--- config.mk ---
export PLATFORM = sky130hd
export DESIGN_NAME = display_arbiter
export DESIGN_NICKNAME = d
export VERILOG_FILES = /design/src/rtl/display_arbiter_pkg.sv /design/src/rtl/display_arbiter_rr_picker.sv /design/src/rtl/display_arbiter.sv
export SDC_FILE = /design/constraint.sdc
export NUM_CORES = 1
export LEC_CHECK = 0
export ABC_CLOCK_PERIOD_IN_PS = 3000
export CAP_MARGIN = 20
export CELL_PAD_IN_SITES_DETAIL_PLACEMENT = 0
export CELL_PAD_IN_SITES_GLOBAL_PLACEMENT = 1
export CORE_ASPECT_RATIO = 1.1
export CORE_UTILIZATION = 37
export CTS_BUF_LIST = sky130_fd_sc_hd__clkbuf_8
export CTS_CLUSTER_SIZE = 20
export DETAILED_ROUTE_END_ITERATION = 10
export GPL_TIMING_DRIVEN = 0
export HOLD_SLACK_MARGIN = 0.1
export PLACE_DENSITY_LB_ADDON = 0.1
export REMOVE_ABC_BUFFERS = 1
export SYNTH_ARGS = -nofsm -noshare
export SYNTH_HDL_FRONTEND = slang
export SYNTH_SLANG_ARGS = --single-unit
--- constraint.sdc ---
create_clock -name clk -period 3 [get_ports clk]
set_input_delay 0.6 -clock clk [delete_from_list [all_inputs] [get_ports clk]]
set_output_delay 0.6 -clock clk [all_outputs]
set_load 0.03 [all_outputs]
--- src/rtl/display_arbiter_pkg.sv ---
// display_arbiter_pkg: shared state encoding and display widths for the display arbiter.
package display_arbiter_pkg;
  typedef enum logic {ST_IDLE, ST_SHOW} state_t;
  localparam int DIGITS_W = 16;
  localparam int DP_W = 4;
endpackage

--- src/rtl/display_arbiter_rr_picker.sv ---
// display_arbiter_rr_picker: combinational round-robin selector starting after the last winner.
module display_arbiter_rr_picker #(
  parameter int NUM_REQ = 4
) (
  input  logic [NUM_REQ-1:0] req,
  input  logic [1:0]         last,
  output logic               found,
  output logic [1:0]         idx
);
  logic [1:0] c;
  always_comb begin
    found = |req;
    idx = '0;
    c = '0;
    // Scan farthest-first so the nearest request after last wins the final assignment.
    for (int k = NUM_REQ; k >= 1; k--) begin
      c = 2'((int'(last) + k) % NUM_REQ);
      if (req[c]) idx = c;
    end
  end
endmodule

--- src/rtl/display_arbiter.sv ---
// display_arbiter: round-robin sharing of the 4-digit display with a minimum hold time per source.
module display_arbiter
  import display_arbiter_pkg::*;
#(
  parameter int             NUM_REQ      = 4,
  parameter int             HOLD_CYCLES  = 50000000,
  parameter int             HOLD_WIDTH   = 26,
  parameter logic [15:0]    IDLE_PATTERN = 16'h0000
) (
  input  logic                        clk,
  input  logic                        reset,
  input  logic [NUM_REQ-1:0]          req,
  input  logic [DIGITS_W*NUM_REQ-1:0] data,
  output logic [NUM_REQ-1:0]          grant,
  output logic [DIGITS_W-1:0]         digits,
  output logic [DP_W-1:0]             decimal_points,
  output logic [1:0]                  active_idx
);
  state_t                r_state;
  logic [HOLD_WIDTH-1:0] r_hold;
  logic [1:0]            r_last;
  logic [1:0]            r_idx;
  logic [NUM_REQ-1:0]    r_grant;
  logic [DIGITS_W-1:0]   r_digits;
  logic [DP_W-1:0]       r_dp;
  logic                  w_found;
  logic [1:0]            w_win;
  logic                  w_arb;
  logic [NUM_REQ-1:0]    w_onehot;
  logic [DIGITS_W-1:0]   w_win_data;
  logic [DIGITS_W-1:0]   w_act_data;

  display_arbiter_rr_picker #(.NUM_REQ(NUM_REQ)) u_picker (
    .req  (req),
    .last (r_last),
    .found(w_found),
    .idx  (w_win)
  );

  assign w_arb      = (r_state == ST_IDLE) || (r_hold == '0);
  assign w_onehot   = NUM_REQ'(1) << w_win;
  assign w_win_data = data[DIGITS_W*int'(w_win) +: DIGITS_W];
  assign w_act_data = data[DIGITS_W*int'(r_idx) +: DIGITS_W];

  always_ff @(posedge clk) begin
    if (reset) begin
      r_state  <= ST_IDLE;
      r_hold   <= '0;
      r_last   <= 2'(NUM_REQ - 1);
      r_idx    <= '0;
      r_grant  <= '0;
      r_digits <= IDLE_PATTERN;
      r_dp     <= '0;
    end else if (w_arb) begin
      if (w_found) begin
        r_state  <= ST_SHOW;
        r_hold   <= HOLD_WIDTH'(HOLD_CYCLES - 1);
        r_last   <= w_win;
        r_idx    <= w_win;
        r_grant  <= w_onehot;
        r_digits <= w_win_data;
        r_dp     <= DP_W'(w_onehot);
      end else begin
        r_state  <= ST_IDLE;
        r_idx    <= '0;
        r_grant  <= '0;
        r_digits <= IDLE_PATTERN;
        r_dp     <= '0;
      end
    end else begin
      // Grant is held for the full period; a dropped request only freezes the digits.
      r_hold <= r_hold - 1'b1;
      if (req[r_idx]) r_digits <= w_act_data;
    end
  end

  assign grant          = r_grant;
  assign digits         = r_digits;
  assign decimal_points = r_dp;
  assign active_idx     = r_idx;
endmodule

[Word level (Yosys, flattened, before mapping)]
Cells that the tools add are included.
Storage, ports and cells
  output and inout port bits: 26
  flip-flop bits (word level): 51
  bits of input ports: 70
Cells by class
  equal/unequal tests: 1
  reduce and logical (&&, ||, !) cells: 5
  add/subtract/negate cells: 5
  mux-type cells: 22
  order comparisons: 5
  shift operators: 3
  bitwise logic cells: 1
Operators with widths (number)
  $shiftx 64x7->16: 2
  $mux 26: 2
  $mux 16: 3
  $logic_not 26->1: 1
  $sub 26x1->26 const B: 1
  $lt 2x3->1 const B: 5
  $bmux 1 s2: 5
  $mux 2: 5
  $mux 1: 6
  $add 2x1->2 const B: 2
  $add 2x2->2 const B: 2
  $mux 4: 1
  $reduce_or 4->1: 1
  $shl 1x2->4 const A: 1
  $ne 2x1->1 const B: 1
  $reduce_and 2->1: 1
  $reduce_bool 2->1: 1
  $logic_or 1x1->1: 1
  $not 1->1: 1

[Longest topological paths before layout]
  depth in word-level cells: 10
  depth in mapped cells: 9

[Cells and area by module]
A second synthesis with hierarchy kept.
Unflattened totals
  cell total of the unflattened synthesis: 384
  area total of the unflattened synthesis: 3545.9 um^2
Modules (own cells, without submodules)
  display_arbiter: area each 3454.6 um^2, cells an instance 370, times used 1, seq. area each 1021.0 um^2
  display_arbiter_rr_picker: area each 91.3 um^2, cells an instance 14, times used 1, seq. area each 0.0 um^2

[Worst setup path before layout]
No wires, ideal clock.
  kind: flip-flop to flip-flop
  start: register r_hold[0]
  end: register r_hold[17]
  path slack: 596 ps
  path buffers: 1
  data arrival time: 2264 ps
  library setup time: 140 ps
  period minus slack after synthesis: 2404 ps
  stages on the path, launching flop included: 10
  cells stage by stage: dfxtp_1 > inv_1 > ha_1 > or4b_1 > or4_1 > nor2_1 > and3b_1 > clkbuf_1 > a211oi_1 > a311oi_1
Between the ends
  cells in the longest elaborated chain, start to end: 3
  elaborated cells between the ends (all ways): 5
RTL lines
  start, declared: line display_arbiter.sv:20  | logic [HOLD_WIDTH-1:0] r_hold;
  start signal, assigned: line display_arbiter.sv:57  | r_hold <= HOLD_WIDTH'(HOLD_CYCLES - 1);
  start signal, assigned: line display_arbiter.sv:72  | r_hold <= r_hold - 1'b1;
  parallel branches: the longest is 3 deep, another holds $sub 26x1->26
Several ways; the timed one is not identified.
A chain may end at the register's enable or synchronous reset.

[Final worst setup path]
  start: register r_hold[0]
  end: register r_hold[8]
Same word-level chain as after synthesis.

==> results.ini <==
[cts]
ctsHoldBuffers=0
cts_buffers=5
cts_root_buffer=clkbuf_8
clock_path_buffers=2
clk_pin_slew_ns=0.10
clock_latency_ns=0.31
cts.sinks=51
htreeDepth=2
cts_tree=built

[worst_setup_path]
worst_setup_path_end_kind=register
required_ns=3.19
startpoint_type=register
critPathKind=register to register
arrival_ns=2.93
critPathMaxFanout=28

[layout]
final_common_cell=clkdlybuf4s50_1
n_antenna_cell=0
layout_common_cells=clkdlybuf4s50_1 (94), dfxtp_1 (51), nor2_1 (38)
nets=532
postLayoutCoreUtil=0.526
final_area_mm2=0.00467
final_layout_size_suffix_gt1_frac=0.161
synthToLayoutAreaGrowth_pct=37.8

[timing]
finalHoldViolCount=0
slew_headroom=0.353
worstMarginPinSlew_ns=0.969
worst_clock_skew_ns=0.00739
setup_viol=0
finalMaxSlewViolations=0
fmax_mhz=365
rsz0062_at_grt=no
min_period_over_period=0.913
worst_slack_ns=0.262
hold_ws_ns=0.473
layout_min_cycle_time_ns=2.74

[die]
fp.dieW_um=93.2
io_pins=96
core_mm2=0.00887
start_util=0.382
die_h_um=102
fp.dieArea_mm2=0.00954
rows=36

[global_routing]
grt_pass1_wl_mm=15.5
use_met1=0.259
grt_usage=0.203
grt_util_met3=0.0506
overflow=0
first_global_vias=3125
grt_antenna_before_repair=0
gr-usage-met2=0.350
busiest_layer=met2
grt_max_degree=39

[synthesis]
syn_area_mm2=0.00339
synthDominantAreaCellType=dfxtp_1
async_flop_share=0
syn_inst=378
synth_top_area_share=0.301
ys_ff_latch=51
avgSynthCellArea_um2=8.96
ys_warn_count=0
synth-edff-count=0
ys_seq_area_frac=0.301
synth_area_leaders=dfxtp_1 (30%), mux4_2 (11%), a211oi_1 (7.1%)
yosysUniqueCellTypes=48
synth_ff_type=dfxtp_1

[placement]
dpl.hpwl_mm=6.44
dpl-instance-area_mm2=0.00448
gp_congestion=0.693
pre_cts_ws_ns=-0.380
portBuffers=95

[job]
maxCapViolCount=0

[power]
power.leakage_nw=1.61
pwr_density_cell_mw_per_mm2=411
ir_worst_vdd_uv=224

[drt]
ant_nets=0
drc_errors=0
post_drt_via_cell_ratio=5.54
dr.pass1.iters=4
drt_iter0_drc=103
post_drt_wl_per_cell_um=15.9
vias=3185
drt_wl_total_mm=9.15

[hold_path]
holdCritPathClass=register to register

[outcome]
status=finished, final reports clean

## Yosys cell counts, types with 2 or more instances
cell	count
nand2_1	26
a21oi_1	13
clkbuf_1	18
mux2i_1	17
a22oi_1	2
buf_4	7
nand4b_1	4
or4_1	4
o311ai_0	2
buf_2	9
inv_1	5
mux2_2	17
nor3b_1	2
o21ai_0	18
ha_1	2
or2_2	4
mux4_2	16
nor3_2	2
o211ai_1	17
and3_1	3
nand3_1	8
nand2b_1	6
nor4_2	3
nor4_1	5
o31ai_1	4
nor2_1	38
or3_1	3
nor3_1	16
dfxtp_1	51
a311oi_1	7
a211oi_1	32
## worst max-delay path, stage by stage (launching register included)
cell and delay (ns):
dfxtp_1 0.35, inv_1 0.08, ha_1 0.15, or4b_1 0.53, nor4_4 0.39, a31oi_4 0.24, buf_16 0.23, or2_2 0.39
o311ai_0 0.14, a21oi_1 0.10
## timing repair
| action | CTS | global route |
|---|---|---|
| setup buffers | 2 | 4 |
| gates resized for setup | 1 | 1 |
| gates cloned | 1 | 0 |
| pin swaps | 1 | 2 |
| hold endpoints to repair | 0 | 0 |
| endpoints found under the setup margin | 33 | 33 |
## area by class of cell
| cell class | instances | area [µm²] |
|---|---|---|
| Clock inverter | 2 | 16.3 |
| Sequential cell | 51 | 1020 |
| Clock buffer | 6 | 82.6 |
| Fill cell | 801 | 4210 |
| Inverter | 5 | 18.8 |
| Tap cell | 114 | 143 |
| Multi-Input combinational cell | 288 | 2230 |
| Timing Repair Buffer | 109 | 1150 |
## cell families (layout without fill, tap and decap cells)
logic type | Yosys count | after routing | share of synthesized area
buf+inv | 40 | 122 | 0.0554
flops | 51 | 51 | 0.301
simple gates | 132 | 133 | 0.209
fa+ha+maj | 2 | 2 | 0.00739
mux | 50 | 50 | 0.213
xor+xnor | 1 | 1 | 0.00259
compound gates | 102 | 102 | 0.211
## registers in the layout, indices dropped and copies added (netlist names)
| signal | count |
|---|---|
| active_idx | 2 |
| digits | 16 |
| r_state | 1 |
| r_last | 2 |
| r_hold | 26 |
| decimal_points | 4 |
## final timing paths
| kind | from | endpoint | slack (ns) | depth (start not counted) |
|---|---|---|---|---|
| max | r_hold[0] | r_hold[8] | 0.26 | 9 |
| min | r_hold[7] | r_hold[7] | 0.47 | 1 |
| max reg2reg | r_hold[0] | r_hold[8] | 0.26 | 9 |
| min reg2reg | r_hold[7] | r_hold[7] | 0.47 | 1 |
## power breakdown
group          internal, W  switching [W]  total [W]  leakage (nW)
Sequential        0.000734      0.0000575   0.000792         0.423
Clock             0.000189       0.000247   0.000436        0.0474
Combinational     0.000359       0.000333   0.000692          1.14
Total              0.00128       0.000637    0.00192          1.61
## layer usage
layer,wire (µm),share of wire
met1,4120,0.45
met2,4500,0.49
met3,476,0.052
met4,57,0.0062
met5,0,0
## stage by stage
step / total power [W] / setup TNS, ns / cells
3_3_place_gp: 0.00146 / -107.87 / 552
3_5_place_dp: 0.00149 / -9.64 / 559
2_1_floorplan: 0.00119 / -45.24 / 343
5_1_grt: 0.00204 / 0 / 575
6_report: 0.00192 / 0 / 575
4_1_cts: 0.00194 / 0 / 570
Power figures use the tool's default switching activity.
